## src/rtl/pe_cube_pkg.sv

```systemverilog
// Shared constants, state encoding and helpers for the PE cube result path.
package pe_cube_pkg;

    localparam int CUBE_NUM_DEF  = 3;
    localparam int BLOCK_NUM_DEF = 3;
    localparam int ARRAY_NUM_DEF = 3;
    localparam int BYTE_W        = 8;

    typedef enum logic [0:0] {
        ST_IDLE   = 1'b0,
        ST_STREAM = 1'b1
    } drain_state_e;

    // Ceiling log2, never below 1 so an index always has at least one bit.
    function automatic int clog2_f(input int value);
        int res;
        int rem;
        res = 0;
        rem = value - 1;
        while (rem > 0) begin
            res = res + 1;
            rem = rem >> 1;
        end
        if (res == 0) begin
            res = 1;
        end else begin
            res = res;
        end
        return res;
    endfunction

endpackage

```

## src/rtl/pe_beat_mux.sv

```systemverilog
// Combinational beat selector: picks beat iIdx out of the packed shadow vector.
module pe_beat_mux #(
    parameter int BEATS  = 9,
    parameter int BEAT_W = 24,
    parameter int IDX_W  = 4
) (
    input  logic [BEATS*BEAT_W-1:0] iVec,
    input  logic [IDX_W-1:0]        iIdx,
    output logic [BEAT_W-1:0]       oBeat
);

    logic [31:0]             shamt_s;
    logic [BEATS*BEAT_W-1:0] shifted_s;

    // Beat k lives at bit offset k*BEAT_W; out-of-range indices shift to zero.
    always_comb begin
        shamt_s   = 32'(iIdx) * 32'(BEAT_W);
        shifted_s = iVec >> shamt_s;
        oBeat     = shifted_s[BEAT_W-1:0];
    end

endmodule

```

## src/rtl/pe_result_drain.sv

```systemverilog
// Snapshots the cube result vector on a capture strobe and streams it out
// as ARRAY_NUM-byte beats over valid/ready, clearing the cube accumulators
// as soon as the snapshot is taken.
module pe_result_drain
    import pe_cube_pkg::*;
#(
    parameter int CUBE_NUM  = CUBE_NUM_DEF,
    parameter int BLOCK_NUM = BLOCK_NUM_DEF,
    parameter int ARRAY_NUM = ARRAY_NUM_DEF,
    localparam int BEATS    = BLOCK_NUM * CUBE_NUM,
    localparam int IDX_W    = clog2_f(BEATS),
    localparam int BEAT_W   = BYTE_W * ARRAY_NUM,
    localparam int VEC_W    = BEAT_W * BEATS
) (
    input  logic              iClk,
    input  logic              iRst,
    input  logic [VEC_W-1:0]  iResult,
    input  logic              iCapture,
    output logic              oCaptureReady,
    output logic              oClearAcc,
    output logic [BEAT_W-1:0] oData,
    output logic              oValid,
    input  logic              iReady,
    output logic              oLast,
    output logic [IDX_W-1:0]  oBeatIdx,
    output logic              oOverrun,
    input  logic              iClearOverrun
);

    localparam logic [IDX_W-1:0] LAST_IDX = IDX_W'(BEATS - 1);

    drain_state_e      state_q, state_d;
    logic [VEC_W-1:0]  shadow_q, shadow_d;
    logic [IDX_W-1:0]  idx_q, idx_d;
    logic [BEAT_W-1:0] data_q, data_d;
    logic              valid_q, valid_d;
    logic              last_q, last_d;
    logic              clear_q, clear_d;
    logic              overrun_q, overrun_d;

    logic              cap_ready_s;
    logic              accept_s;
    logic              drop_s;
    logic              xfer_s;
    logic [BEAT_W-1:0] mux_beat_s;

    // The mux looks at next-cycle shadow/index so oData can be registered
    // and still show beat 0 on the cycle right after a capture.
    pe_beat_mux #(
        .BEATS  (BEATS),
        .BEAT_W (BEAT_W),
        .IDX_W  (IDX_W)
    ) u_beat_mux (
        .iVec  (shadow_d),
        .iIdx  (idx_d),
        .oBeat (mux_beat_s)
    );

    // Capture acceptance: always in IDLE, otherwise only on the final handshake.
    always_comb begin
        cap_ready_s = 1'b0;
        case (state_q)
            ST_IDLE:   cap_ready_s = 1'b1;
            ST_STREAM: cap_ready_s = valid_q & iReady & last_q;
            default:   cap_ready_s = 1'b0;
        endcase
        accept_s = iCapture & cap_ready_s;
        drop_s   = iCapture & ~cap_ready_s;
        xfer_s   = valid_q & iReady;
    end

    // Next-state, beat sequencing, clear pulse and sticky overrun.
    always_comb begin
        state_d   = state_q;
        shadow_d  = shadow_q;
        idx_d     = idx_q;
        valid_d   = valid_q;
        clear_d   = 1'b0;
        overrun_d = overrun_q;

        if (accept_s) begin
            shadow_d = iResult;
            idx_d    = {IDX_W{1'b0}};
            valid_d  = 1'b1;
            clear_d  = 1'b1;
            state_d  = ST_STREAM;
        end else if (xfer_s) begin
            if (last_q) begin
                idx_d   = {IDX_W{1'b0}};
                valid_d = 1'b0;
                state_d = ST_IDLE;
            end else begin
                idx_d = idx_q + IDX_W'(1'b1);
            end
        end else begin
            idx_d = idx_q;
        end

        // A dropped capture outranks a simultaneous clear request.
        if (drop_s) begin
            overrun_d = 1'b1;
        end else if (iClearOverrun) begin
            overrun_d = 1'b0;
        end else begin
            overrun_d = overrun_q;
        end

        last_d = valid_d & (idx_d == LAST_IDX);
        if (valid_d) begin
            data_d = mux_beat_s;
        end else begin
            data_d = {BEAT_W{1'b0}};
        end
    end

    // State and output registers; reset abandons any frame in flight.
    always_ff @(posedge iClk or negedge iRst) begin
        if (!iRst) begin
            state_q   <= ST_IDLE;
            shadow_q  <= {VEC_W{1'b0}};
            idx_q     <= {IDX_W{1'b0}};
            data_q    <= {BEAT_W{1'b0}};
            valid_q   <= 1'b0;
            last_q    <= 1'b0;
            clear_q   <= 1'b0;
            overrun_q <= 1'b0;
        end else begin
            state_q   <= state_d;
            shadow_q  <= shadow_d;
            idx_q     <= idx_d;
            data_q    <= data_d;
            valid_q   <= valid_d;
            last_q    <= last_d;
            clear_q   <= clear_d;
            overrun_q <= overrun_d;
        end
    end

    assign oCaptureReady = cap_ready_s;
    assign oClearAcc     = clear_q;
    assign oData         = data_q;
    assign oValid        = valid_q;
    assign oLast         = last_q;
    assign oBeatIdx      = idx_q;
    assign oOverrun      = overrun_q;

endmodule

```

## config.mk

```make
export PLATFORM = sky130hd
export DESIGN_NAME = pe_result_drain
export DESIGN_NICKNAME = d
export VERILOG_FILES = /design/src/rtl/pe_cube_pkg.sv /design/src/rtl/pe_beat_mux.sv /design/src/rtl/pe_result_drain.sv
export SDC_FILE = /design/constraint.sdc
export NUM_CORES = 1
export LEC_CHECK = 0
export CORE_MARGIN = 1.5
export CORE_UTILIZATION = 51
export DETAILED_ROUTE_END_ITERATION = 10
export GPL_TIMING_DRIVEN = 0
export PLACE_DENSITY = 0.84
export SLEW_MARGIN = 25
export SYNTH_ARGS = -nofsm -noshare
export SYNTH_HDL_FRONTEND = slang
export SYNTH_HIERARCHICAL = 1
export SYNTH_SLANG_ARGS = --single-unit
```

## constraint.sdc

```tcl
create_clock -name iClk -period 3.1 [get_ports iClk]
set_input_delay 0.775 -clock iClk [delete_from_list [all_inputs] [get_ports iClk]]
set_output_delay 0.775 -clock iClk [all_outputs]
set_load 0.03 [all_outputs]
```

Word-level counts from Yosys, hierarchy flattened

Index checks and enable logic that the tools add are counted.

Register bits after elaboration: 249
Input bits: 221
Output and inout bits: 33
Logic and storage cells: 38

Add/subtract/negate cells: 1
Multipliers: 1
Equality and inequality tests: 1
Shifts and indexed selects: 1
Muxes and demuxes: 15
Bitwise logic cells: 7
Reductions and logical operators: 4

Operators with widths:

| kind                  | count |
|---|---|
| $mux W216             | 1 |
| $shr A216 B9 Y24      | 1 |
| $mux W24              | 1 |
| $mux W4               | 3 |
| $mux W1               | 9 |
| $mul A4 B2 Y6 const B | 1 |
| $reduce_bool A2 Y1    | 3 |
| $and A1 B1 Y1         | 5 |
| $add A4 B1 Y4 const B | 1 |
| $eq A4 B4 Y1 const B  | 1 |
| $not A1 Y1            | 2 |
| $pmux W1 S2           | 1 |
| $reduce_and A2 Y1     | 1 |

Logic depth before layout (Yosys ltp)

Gate-level depths: netlist of the first run.

Word-level depth: 8
Depth in mapped cells: 12
Depth with buffers taken out: 8

Cells and area by module

The synthesis of the first run kept the hierarchy.

Modules (own cells, without submodules):

| module          | times used | cells an instance | area an instance (µm²) | seq. area each (µm²) |
|---|---|---|---|---|
| pe_result_drain | 1          | 545               | 9278.9                 | 6231.0 |
| pe_beat_mux     | 1          | 195               | 1898.1                 | 0.0 |

Worst setup path before layout of the first run

No wires, ideal clock.

Path type: in2reg
Start: input port iReady
End: register data_q[2], in the netlist oData[2]
Setup time: 139 ps
Data arrival time: 2578 ps
Required time: 2961 ps
Slack: 383 ps
Cell stages on the path: 9
Buffers on the path: 2
Path through: nand3_1 a21oi_1 buf_4 buf_6 mux2_2 mux4_2 nor2_1 o31ai_2 nor2b_1

Elaborated cells between the ends (all ways): 12
Classes of those cells: mul (1); shift (1); mux (7); bitwise (3)

RTL lines:

| item                        | RTL line               | source |
|---|---|---|
| from (decl)                 | pe_result_drain.sv:23  | `input logic iReady,` |
| $and A1 B1 Y1 (2 in series) | pe_result_drain.sv:64  | `ST_STREAM: cap_ready_s = valid_q & iReady & last_q;` |
| $pmux W1 S2                 | pe_result_drain.sv:62  | `case (state_q)` |
| $and A1 B1 Y1               | pe_result_drain.sv:67  | `accept_s = iCapture & cap_ready_s;` |
| $mux W216                   | pe_result_drain.sv:81  | `if (accept_s) begin` |
| via shadow_d[74]            | pe_result_drain.sv:33  | `logic [VEC_W-1:0] shadow_q, shadow_d;` |
| $shr A216 B9 Y24            | pe_beat_mux.sv:18      | `shifted_s = iVec >> shamt_s;` |
| via mux_beat_s[2]           | pe_result_drain.sv:45  | `logic [BEAT_W-1:0] mux_beat_s;` |
| $mux W24                    | pe_result_drain.sv:109 | `if (valid_d) begin` |
| via data_d[2]               | pe_result_drain.sv:35  | `logic [BEAT_W-1:0] data_q, data_d;` |
| to (signal assigned)        | pe_result_drain.sv:122 | `data_q <= {BEAT_W{1'b0}};` |
| to (signal assigned)        | pe_result_drain.sv:131 | `data_q <= data_d;` |
| to (decl)                   | pe_result_drain.sv:35  |  |

The timed path passes the listed nets, and every way through them passes these cells.
A chain may end at the register's enable or synchronous reset.

Final worst setup path of the first run

Start: input port iCapture
End: register data_q[12], in the netlist oData[12]

Longest elaborated chain between the ends: 5
Elaborated cells between the ends (all ways): 7
Classes of those cells: mul (1); shift (1); mux (4); bitwise (1)

RTL lines:

| item               | RTL line               | source |
|---|---|---|
| from (decl)        | pe_result_drain.sv:18  | `input logic iCapture,` |
| $and A1 B1 Y1      | pe_result_drain.sv:67  |  |
| via accept_s       | pe_result_drain.sv:42  | `logic accept_s;` |
| $mux W4            | pe_result_drain.sv:81  |  |
| via idx_d[2]       | pe_result_drain.sv:34  | `logic [IDX_W-1:0] idx_q, idx_d;` |
| $mul A4 B2 Y6      | pe_beat_mux.sv:17      | `shamt_s = 32'(iIdx) * 32'(BEAT_W);` |
| $shr A216 B9 Y24   | pe_beat_mux.sv:18      |  |
| via mux_beat_s[12] | pe_result_drain.sv:45  |  |
| $mux W24           | pe_result_drain.sv:109 |  |
| via data_d[12]     | pe_result_drain.sv:35  |  |

The timed path passes the listed nets, and every way through them passes these cells.

==> impl_metrics.ini, run 1 <==
[sta]
finalClockSkew_ns = 0.007297
finalSetupViolCount = 0
min_period_ns = 2.930
slew_violations = 0
tns_ns = 0
holdWs_ns = 0.2199
hold_viol_final = 0
rsz0062_at_grt = false
max_freq_ghz = 0.3413
finalWorstSetupSlack_ns = 0.1704
slew_headroom_pct = 47.17
finalCritPeriodShare_pct = 94.50
worstMarginPinSlew_ns = 0.7924

[cts]
cts_setup_buffers = 0
insertion_delay_ns = 0.52
cts_hold_buffers = 0
cts.sinks = 249
cts_buffers = 26
cts_root_buffer = clkbuf_16
htreeDepth = 1
cts_resized = 24
path_clk_slew_ns = 0.06
cts_tree = yes
cts_buffer_depth = 3

[cells_and_area]
final_cell_area_um2 = 15000
register_area_um2 = 6231
finalNonFillerCells = 1316
nNetsFinal = 1245
fill_cells = 1459
drive_gt1_share_pct = 39.33
area_growth_pct = 34.23
post-route-util_pct = 70.48
multi_input_area_um2 = 4576

[yosys]
synth.avg_cell_area_um2 = 15.10
synth_ff_type = dfrtp_1
ys_seq_elements = 249
ys.warnings.count = 6
ys_types = 31
synth_top_family_by_area = multiplexers
synth_xor_area_share_pct = 0.07836
ys_async_sr_fraction_pct = 100.0
ys_top_cells_by_count = mux2_2 (264), dfrtp_1 (249), nand2_1 (29)
syn_area_um2 = 11180
syn-num-nets = 962
synth-adder-area-share_pct = 0.1119
synth_mux_area_share_pct = 31.52
ys_seq_area_share_pct = 55.75
synth_area_leaders = dfrtp_1 (56%), mux2_2 (27%), mux4_2 (4.8%)
synth_compound_area_share_pct = 4.310
synthSimpleGateAreaFrac_pct = 4.198
synthCells = 740
post-synth-top-count-cell = mux2_2
synth_top_area_share_pct = 55.75
synth_area_leader_cell = dfrtp_1
synth_edf_count = 0

[grt]
gr-usage-met1_pct = 34.34
grt_use_met2_pct = 42.19
gr-max-usage-layer = met2
grt_pass1_wl_um = 44000
grt_pass1_vias = 7885
grt_max_degree = 93
overflow = 0
grt_usage_pct = 25.86
grtUsageMet3_pct = 5.783
grt_antenna_before_repair = 0

[setup_path]
critPathCaptureType = register
crit_top_cell = buf_6
path_buf_inv = 6
cp-start-kind = primary input
path_depth = 12
worst_r2r_path_depth = 9
cp.arrival_ns = 3.32
cp_slowest_cell = clkdlybuf4s50_1
crit_family = buffers and inverters
path_class = primary input to register
crit_path_max_fanout = 10
crit_chain = clkdlybuf4s50_1, inv_1, a21oi_4, buf_6, buf_6, a311oi_1, buf_4, nand2_1, clkbuf_4, o22ai_1, o31ai_2, nor2b_1
cpPeakStageDelay_ns = 0.42
required_ns = 3.49

[placed_design]
place_inst = 1270
io_buffers = 253
dp_hpwl_um = 21410
pre_cts_ws_ns = -1.001
place_area_um2 = 14110
gp_congestion = 0.8496

[detailed_routing]
ant_nets = 0
wire_per_inst_um = 22.10
drtIter0Drc = 293
wirelength_um = 29090
viasPerCell = 5.407
num_vias = 7115
firstDrtPassIters = 8
drc_errors = 0

[power_and_ir_drop]
power_density_nw_per_um2 = 578.8
p_total_mw = 8.683
vdd_drop_max_v = 0.0004206
leakage_nw = 6.370

[flow_run]
drv_cap = 0

[die]
rows = 53
core_um2 = 21290
dieArea_um2 = 22810
die_y_um = 151.0
io_pins = 254
die_w_um = 151.0
initial_core_util_pct = 52.51

[min_path]
hold_path_class = primary input to async pin

[outcome]
status = complete, no violations
-- per-layer routing --
layer | wire length (µm) | vias up | share of wire [%]
met5 | 0 | - | 0
met4 | 906 | 0 | 3.1
met3 | 1989 | 61 | 6.8
met2 | 13730 | 242 | 47
met1 | 12470 | 3578 | 43
li1 | - | 3234 | -
-- final cells by class --
cell class / count / share of cell area [%]
inverter: 4 / 0.1001
multi-input combinational: 437 / 30.50
tap: 275 / 2.293
clock buffer: 39 / 5.004
timing repair buffer: 255 / 17.26
buffer: 50 / 3.052
antenna: 1 / 0.01668
clock inverter: 6 / 0.2418
sequential: 249 / 41.53
-- worst register-to-register path: cells and delay by family (launching register included) --
| kind | cells | cell delay (ns) |
|---|---|---|
| buffers and inverters | 2 | 0.63 |
| AO/OA/AOI/OAI | 2 | 0.49 |
| AND/OR/NAND/NOR | 3 | 0.45 |
| flip-flops | 1 | 0.42 |
| multiplexers | 1 | 0.39 |
| adder cells (fa/ha/maj) | 1 | 0.31 |
-- worst paths after layout --
| check | startpoint | end | slack (ns) |
|---|---|---|---|
| max | iCapture | oData[12] | 0.17 |
| min | iRst | shadow_q[85] | 0.22 |
| max reg2reg | oBeatIdx[0] | oData[10] | 0.28 |
| min reg2reg | shadow_q[35] | shadow_q[35] | 0.49 |
| max in group asynchronous | iRst | shadow_q[166] | 2.04 |
| min in group iClk | shadow_q[35] | shadow_q[35] | 0.49 |
-- kinds of logic after synthesis --
group	Yosys count
flops	249
mux	289
buf+inv	54
xor+xnor	1
simple gates	91
compound gates	55
fa+ha+maj	1
-- registers in the layout (all words and copies together) (netlist names) --
| signal | flops |
|---|---|
| oClearAcc | 1 |
| oValid | 1 |
| shadow_q | 216 |
| state_q | 1 |
| oLast | 1 |
| oOverrun | 1 |
| oBeatIdx | 4 |
| oData | 24 |
-- placed cells by master, fill, tap and decap left out, types with 4 or more instances in the layout --
| cell type | netlist | layout |
|---|---|---|
| o31ai_2 | 20 | 20 |
| dfrtp_1 | 249 | 249 |
| nor2_1 | 27 | 27 |
| nor2b_1 | 24 | 24 |
| buf_2 | 10 | 7 |
| o22ai_1 | 26 | 15 |
| o31ai_1 | 4 | 4 |
| clkbuf_16 | 0 | 27 |
| mux2_2 | 264 | 264 |
| nand2_1 | 29 | 29 |
| clkinv_2 | 0 | 4 |
| inv_1 | 4 | 4 |
| buf_4 | 9 | 10 |
| o22ai_2 | 0 | 11 |
| buf_6 | 21 | 23 |
| mux4_2 | 24 | 24 |
| clkbuf_1 | 6 | 13 |
| clkdlybuf4s50_1 | 0 | 250 |
-- power breakdown --
group          switching (mW)  internal, mW
registers               0.116          3.68
clock network            1.25          1.67
logic                   0.850          1.13
total                    2.21          6.47
(Power assumes the default switching activity.)
==> run 2, diff against run 1 <==
--- a/config.mk
+++ b/config.mk
@@ -5,6 +5,7 @@
 export SDC_FILE = /design/constraint.sdc
 export NUM_CORES = 1
 export LEC_CHECK = 0
+export CAP_MARGIN = 40
 export CORE_MARGIN = 1.5
 export CORE_UTILIZATION = 51
 export DETAILED_ROUTE_END_ITERATION = 10
==> results of run 2 <==
Same layout as run 1: the final DEF is identical, and so are final timing and power.
